**config.mk**
```make
export PLATFORM = sky130hd
export DESIGN_NAME = axis_frame_serializer
export DESIGN_NICKNAME = d
export VERILOG_FILES = /design/src/rtl/axis_frame_serializer.sv
export SDC_FILE = /design/constraint.sdc
export NUM_CORES = 1
export LEC_CHECK = 0
export ABC_AREA = 0
export ABC_CLOCK_PERIOD_IN_PS = 4300
export CAP_MARGIN = 20
export CELL_PAD_IN_SITES_DETAIL_PLACEMENT = 1
export CELL_PAD_IN_SITES_GLOBAL_PLACEMENT = 1
export CORE_UTILIZATION = 49
export CTS_CLUSTER_SIZE = 40
export DETAILED_ROUTE_END_ITERATION = 7
export PLACE_DENSITY_LB_ADDON = 0.1
export SYNTH_ARGS = -nofsm -noshare
export SYNTH_HDL_FRONTEND = slang
export SYNTH_SLANG_ARGS = --single-unit
export TNS_END_PERCENT = 10
```
**constraint.sdc**
```tcl
create_clock -name m_axis_aclk -period 4.3 [get_ports m_axis_aclk]
set_clock_uncertainty 0.15 [all_clocks]
set_input_delay 0.645 -clock m_axis_aclk [delete_from_list [all_inputs] [get_ports m_axis_aclk]]
set_output_delay 0.645 -clock m_axis_aclk [all_outputs]
set_load 0.02 [all_outputs]
```
**src/rtl/axis_frame_serializer.sv**
```systemverilog
// axis_frame_serializer
//
// Takes AXI-Stream beats (tdata/tkeep/tlast) into a small word FIFO and
// serialises the kept bytes, lane 0 first, one symbol per consume edge toward
// an 8b/10b encoder.  Frames are wrapped in K27.7 (SOF) / K29.7 (EOF).  K28.5
// fills idle time and data underruns.  At least IDLE_MIN K28.5 symbols are
// consumed between an EOF and the following SOF.
//
// Ports
//   m_axis_aclk, m_axis_reset_n   clock, asynchronous active-low reset
//   m_axis_tdata/tkeep/tlast      beat payload, lane i = tdata[8i+7:8i]
//   m_axis_valid / m_axis_ready   beat handshake (ready from registered state only)
//   o_to_encoder, o_is_k          registered symbol presented to the encoder
//   i_enc_ready                   encoder consumes the current symbol on this edge
//   o_busy                        frame in progress or FIFO holds words
//   o_frames_sent                 count of consumed EOF symbols (wraps)
module axis_frame_serializer #(
    parameter int DATA_WIDTH = 32,
    parameter int FIFO_DEPTH = 4,
    parameter int IDLE_MIN   = 2,
    parameter int CNT_WIDTH  = 16
) (
    input  logic                    m_axis_aclk,
    input  logic                    m_axis_reset_n,
    input  logic [DATA_WIDTH-1:0]   m_axis_tdata,
    input  logic [DATA_WIDTH/8-1:0] m_axis_tkeep,
    input  logic                    m_axis_tlast,
    input  logic                    m_axis_valid,
    output logic                    m_axis_ready,
    output logic [7:0]              o_to_encoder,
    output logic                    o_is_k,
    input  logic                    i_enc_ready,
    output logic                    o_busy,
    output logic [CNT_WIDTH-1:0]    o_frames_sent
);

    localparam int BYTES = DATA_WIDTH / 8;
    localparam int PW    = (BYTES > 1) ? $clog2(BYTES) : 1;
    localparam int AW    = $clog2(FIFO_DEPTH);

    localparam logic [7:0]  K_IDLE   = 8'hBC;
    localparam logic [7:0]  K_SOF    = 8'hFB;
    localparam logic [7:0]  K_EOF    = 8'hFD;
    localparam logic [7:0]  IDLE_SAT = 8'(IDLE_MIN);
    localparam logic [AW:0] FULL_CNT = (AW + 1)'(FIFO_DEPTH);

    typedef enum logic [1:0] {ST_IDLE, ST_DATA, ST_EOF} state_t;

    function automatic logic [7:0] idle_sat_inc(input logic [7:0] v);
        return (v >= IDLE_SAT) ? IDLE_SAT : v + 8'd1;
    endfunction

    logic [DATA_WIDTH-1:0] fifo_data [FIFO_DEPTH];
    logic [BYTES-1:0]      fifo_keep [FIFO_DEPTH];
    logic                  fifo_last [FIFO_DEPTH];
    logic [AW-1:0]         wr_ptr;
    logic [AW-1:0]         rd_ptr;
    logic [AW:0]           fifo_count;
    logic                  fifo_empty;

    logic                  rst_done;
    state_t                state;
    logic [PW-1:0]         byte_ptr;
    logic [7:0]            idle_cnt;

    logic [DATA_WIDTH-1:0] head_data;
    logic [BYTES-1:0]      head_keep;
    logic                  head_last;
    logic                  lane_found;
    logic                  lane_more;
    logic [PW-1:0]         lane_sel;
    logic [7:0]            head_byte;
    logic                  push;
    logic                  pop;

    assign fifo_empty   = (fifo_count == '0);
    assign m_axis_ready = rst_done && (fifo_count != FULL_CNT);
    assign o_busy       = (state != ST_IDLE) || !fifo_empty;

    // A beat with no kept lanes that does not end a frame carries nothing to
    // serialise, so it is dropped at the input instead of occupying a FIFO slot.
    assign push = m_axis_valid && m_axis_ready && ((|m_axis_tkeep) || m_axis_tlast);

    assign head_data = fifo_data[rd_ptr];
    assign head_keep = fifo_keep[rd_ptr];
    assign head_last = fifo_last[rd_ptr];

    // byte_ptr marks the lowest lane not yet sent; pick the first kept lane at
    // or above it and note whether another kept lane follows in the same word.
    always_comb begin
        lane_found = 1'b0;
        lane_more  = 1'b0;
        lane_sel   = '0;
        head_byte  = '0;
        for (int i = 0; i < BYTES; i++) begin
            if (head_keep[i] && (i >= int'(byte_ptr))) begin
                if (!lane_found) begin
                    lane_found = 1'b1;
                    lane_sel   = PW'(i);
                    head_byte  = head_data[8*i +: 8];
                end else begin
                    lane_more = 1'b1;
                end
            end
        end
    end

    // Word leaves the FIFO when its last kept byte is loaded, or when it is
    // an empty closing beat (no kept lane at all).
    assign pop = i_enc_ready && (state == ST_DATA) && !fifo_empty && !(lane_found && lane_more);

    always_ff @(posedge m_axis_aclk or negedge m_axis_reset_n) begin
        if (!m_axis_reset_n) begin
            rst_done <= 1'b0;
        end else begin
            rst_done <= 1'b1;
        end
    end

    always_ff @(posedge m_axis_aclk) begin
        if (push) begin
            fifo_data[wr_ptr] <= m_axis_tdata;
            fifo_keep[wr_ptr] <= m_axis_tkeep;
            fifo_last[wr_ptr] <= m_axis_tlast;
        end
    end

    always_ff @(posedge m_axis_aclk or negedge m_axis_reset_n) begin
        if (!m_axis_reset_n) begin
            wr_ptr     <= '0;
            rd_ptr     <= '0;
            fifo_count <= '0;
        end else begin
            if (push) wr_ptr <= wr_ptr + 1'b1;
            if (pop)  rd_ptr <= rd_ptr + 1'b1;
            case ({push, pop})
                2'b10:   fifo_count <= fifo_count + 1'b1;
                2'b01:   fifo_count <= fifo_count - 1'b1;
                default: fifo_count <= fifo_count;
            endcase
        end
    end

    // Symbol FSM: everything here advances only when the encoder takes the
    // current symbol; the next symbol is loaded on that same edge.
    always_ff @(posedge m_axis_aclk or negedge m_axis_reset_n) begin
        if (!m_axis_reset_n) begin
            state         <= ST_IDLE;
            byte_ptr      <= '0;
            idle_cnt      <= IDLE_SAT;
            o_to_encoder  <= K_IDLE;
            o_is_k        <= 1'b1;
            o_frames_sent <= '0;
        end else if (i_enc_ready) begin
            if (o_is_k && (o_to_encoder == K_EOF))
                o_frames_sent <= o_frames_sent + 1'b1;
            case (state)
                ST_IDLE: begin
                    byte_ptr <= '0;
                    if (!fifo_empty && (idle_cnt >= IDLE_SAT)) begin
                        o_to_encoder <= K_SOF;
                        o_is_k       <= 1'b1;
                        state        <= ST_DATA;
                    end else begin
                        o_to_encoder <= K_IDLE;
                        o_is_k       <= 1'b1;
                        idle_cnt     <= idle_sat_inc(idle_cnt);
                    end
                end
                ST_DATA: begin
                    if (fifo_empty) begin
                        // underrun filler, frame stays open
                        o_to_encoder <= K_IDLE;
                        o_is_k       <= 1'b1;
                    end else if (!lane_found) begin
                        // empty closing beat: EOF directly after the last byte
                        o_to_encoder <= K_EOF;
                        o_is_k       <= 1'b1;
                        idle_cnt     <= '0;
                        byte_ptr     <= '0;
                        state        <= ST_IDLE;
                    end else begin
                        o_to_encoder <= head_byte;
                        o_is_k       <= 1'b0;
                        if (lane_more) begin
                            byte_ptr <= lane_sel + 1'b1;
                        end else begin
                            byte_ptr <= '0;
                            if (head_last) state <= ST_EOF;
                        end
                    end
                end
                ST_EOF: begin
                    o_to_encoder <= K_EOF;
                    o_is_k       <= 1'b1;
                    idle_cnt     <= '0;
                    state        <= ST_IDLE;
                end
                default: state <= ST_IDLE;
            endcase
        end
    end

endmodule
```
==> flow_summary.yaml <==
timing:
  min_period_over_period_pct: 81.9
  hold_viol: 0
  relSlewSlack_pct: 49.7
  setup_ws_ns: 0.779
  min_period_ns: 3.52
  finalSetupViolCount: 0
  rsz0062_at_grt: "no"
  final.setup.tns_ns: 0
  drv_slew: 0
  worst_pin_slew_ns: 0.749
  max_freq_ghz: 0.284
route:
  drc: 0
  dr.first_iter.drc_count: 300
  num_vias: 4681
  detail_route.first_pass.iterations: 4
  ant_nets: 0
  wirelength_um: 18700
  via_per_inst: 5.82
  wire_per_inst_um: 23.2
clock_tree:
  cts_tree: "done"
  clock-root-buffer: "clkbuf_16"
  clockBufferDepth: 2
  cts_max_level: 4
  cts_resized: 0
  postCtsSetupRepairBufs: 0
  clk_pin_slew_worst_paths_ns: 0.07
  insertion_delay_ns: 0.44
  clock-sinks: 193
  cts_buffers: 17
die:
  die_w_um: 131
  io_pins: 68
  core-area_mm2: 0.0160
  std_cell_rows: 46
  die_height_um: 131
  fp.dieArea_mm2: 0.0171
  initial_core_util_pct: 50.7
final_layout:
  fin_cells: 804
  final_core_util_pct: 60.2
  area_delta_synth_final_pct: 18.7
  drive_above_1_share_pct: 17.2
  nNetsFinal: 630
  num_antenna_cells: 0
run_status:
  outcome: "finished, final reports clean"
logic_synthesis:
  synth_top_family_by_area: "multiplexers"
  synth-edff-count: 148
  synth.cell_area_mm2: 0.00811
  syn_nets: 550
  ys_top_cells_by_area: "edfxtp_1 55%, dfrtp_1 12%, mux4_2 9.7%, dfstp_2 2.3%, ha_1 1.9%"
  yosysSeqAreaShare_pct: 68.8
  synth-seq-cells: 193
  yosys.area.top_type: "edfxtp_1"
  synth-compound-area-share_pct: 6.94
  synth.top_cell.area_share_pct: 54.8
  synthArstFlopShare_pct: 23.3
  avgSynthCellArea_um2: 16.4
  synth_simple_gate_area_share_pct: 6.99
  synthAdderAreaFrac_pct: 2.24
  synth_cell_types: 61
  syn_inst: 496
  yosys_warnings: 0
  muxShareOfSynthArea_pct: 10.8
  ys.flop_type: "edfxtp_1"
  synth-xor-area-share_pct: 2.27
setup_path:
  r2r_slack_ns: 0.78
  r2r_start: "rd_ptr[1]"
  rr_worst_depth: 10
  arrival_ns: 3.73
  rr_endpoint: "fifo_count[2]"
  crit_fanout: 12
  start_kind: "flip-flop"
  worst_ep_required_time_ns: 4.51
  critical_path_class: "flip-flop to flip-flop"
  cp-end-kind: "flip-flop"
worst_hold_path:
  min_from: "o_is_k"
  min_path_cells: 2
  min_path_type: "flip-flop to flip-flop"
  min_to: "o_is_k"
grt:
  overflow: 0
  grt_max_degree: 46
  grt_busiest_layer: "met2"
  use_met1_pct: 32.2
  grt_pass1_wl_um: 29200
  grt_pass1_vias: 5113
  globalRouteTotalUtil_pct: 23.9
  grt.met3_usage_pct: 4.97
  met2_usage_pct: 38.8
  grt_antenna_before_repair: 0
pwr:
  power.switching_uw: 2270
  ir_worst_vdd_mv: 0.403
  intPower_uw: 4010
  pwr-share-clk_pct: 23.7
  leakage_uw: 0.00340
  pwr-share-comb_pct: 36.2
  swShare_pct: 36.1
  power_density_mw_per_mm2: 652
  power.share.sequential_pct: 40.1
place:
  gp_congestion: 0.858
  port_buffers: 67
  dp.cells: 771
  place_ws_ns: 0.804
  place_hpwl_um: 12500
job:
  max-cap-violations: 0
[cells by family (layout without fill, tap and decap cells)]
| family | Yosys count | in the layout |
|---|---|---|
| AO/OA/AOI/OAI | 80 | 80 |
| XOR/XNOR | 21 | 21 |
| adder cells (fa/ha/maj) | 14 | 14 |
| buffers and inverters | 35 | 127 |
| flip-flops | 193 | 193 |
| multiplexers | 43 | 43 |
| other | 1 | 1 |
| AND/OR/NAND/NOR | 109 | 109 |
[what timing repair did]
item / in CTS / in global routing
hold endpoints to repair: 0 / 4
endpoints found under the setup margin: 0 / 0
hold buffers: 0 / 1
[cell usage after synthesis (3+ instances only)]
cell       count
clkbuf_1       6
and2_1         9
o211ai_1       3
nand2b_1       5
xnor2_1       14
dfrtp_1       38
nand2_1       26
mux2_2         5
or3_1          3
o21ai_0       10
o22ai_1        7
nor4_1         4
xor2_1         7
and3_1         7
nand4_1        6
mux4_2        35
nor2b_1        5
a31oi_1       12
nor3_1         7
nand3_1        9
dfstp_2        7
nor2_1        20
o2111ai_1      3
inv_1         18
edfxtp_1     148
a21oi_1       18
buf_2          7
ha_1          12
[worst max-delay path, cell delays in order, from the launching register on]
cell and delay [ns]:
dfrtp_1 0.67, mux2_2 0.44, a22oi_2 0.38, a41oi_1 0.25, a211oi_2 0.44, ha_1 0.26
inv_1 0.06, fa_1 0.38, xor2_1 0.15, nor2_1 0.11, xor2_1 0.15
[metal layers]
layer / part of all wire, % / wire length, um / up-vias
met5: 0 / 0 / -
met3: 5.4 / 1010 / 24
met4: 1.7 / 309 / 0
li1: - / - / 2105
met2: 50 / 9320 / 122
met1: 43 / 8040 / 2430
[placed cells by master (no fill, tap or decap), types with 6 or more instances in the layout]
cell | synthesis | layout
xnor2_1 | 14 | 14
nand4_1 | 6 | 6
nor3_1 | 7 | 7
a31oi_1 | 12 | 12
clkdlybuf4s50_1 | 0 | 66
ha_1 | 12 | 12
o21ai_0 | 10 | 10
and3_1 | 7 | 7
a21oi_1 | 18 | 18
inv_1 | 18 | 18
mux4_2 | 35 | 35
dfstp_2 | 7 | 7
xor2_1 | 7 | 7
edfxtp_1 | 148 | 148
clkbuf_16 | 0 | 17
nor2_1 | 20 | 20
nand2_1 | 26 | 26
dfrtp_1 | 38 | 37
o22ai_1 | 7 | 7
nand3_1 | 9 | 9
buf_4 | 0 | 8
[metrics by stage]
| step | total power [uW] | hold slack, ns | cell area, um^2 |
|---|---|---|---|
| 2_1_floorplan | 4060 | 0.199 | 8110 |
| 3_3_place_gp | 4740 | 0.311 | 9050 |
| 6_report | 6280 | 0.353 | 9630 |
| 5_1_grt | 6580 | 0.374 | 9630 |
| 4_1_cts | 6330 | 0.277 | 9600 |
| 3_5_place_dp | 4820 | 0.343 | 9050 |
[worst max-delay path by stage]
stage / from / to / slack, ns / depth (start not counted)
final: rd_ptr[1] / fifo_count[2] / 0.78 / 10
after CTS: rd_ptr[1] / fifo_count[2] / 0.78 / 10
after detailed placement: rd_ptr[1] / fifo_count[2] / 0.80 / 10
after floorplan: rd_ptr[1] / fifo_count[2] / 1.26 / 11
after global placement: rd_ptr[1] / fifo_count[2] / 0.93 / 10
after global routing: rd_ptr[1] / fifo_count[2] / 0.57 / 10
[state kept, by name, indices dropped and copies added, names as in the netlist, 2 cells and up]
register / flops
fifo_data: 128
fifo_keep: 16
o_frames_sent: 16
idle_cnt: 8
o_to_encoder: 8
fifo_last: 4
fifo_count: 3
byte_ptr: 2
rd_ptr: 2
state: 2
wr_ptr: 2
[final cells by class]
cell class	instances	area [um^2]
Fill cell	1474	6370
Sequential cell	193	5580
Multi-Input combinational cell	268	2380
Timing Repair Buffer	78	776
Clock buffer	17	425
Tap cell	216	270
Clock inverter	14	130
Inverter	18	67.6
[power by group through the flow]
stage | registers [uW] | clock network (uW) | logic [uW]
2_1_floorplan | 2510 | 0 | 1550
3_3_place_gp | 2530 | 0 | 2210
3_5_place_dp | 2550 | 0 | 2270
4_1_cts | 2520 | 1520 | 2290
5_1_grt | 2540 | 1580 | 2460
6_report | 2520 | 1490 | 2270
Note: power is estimated with default switching activity, not from simulation.
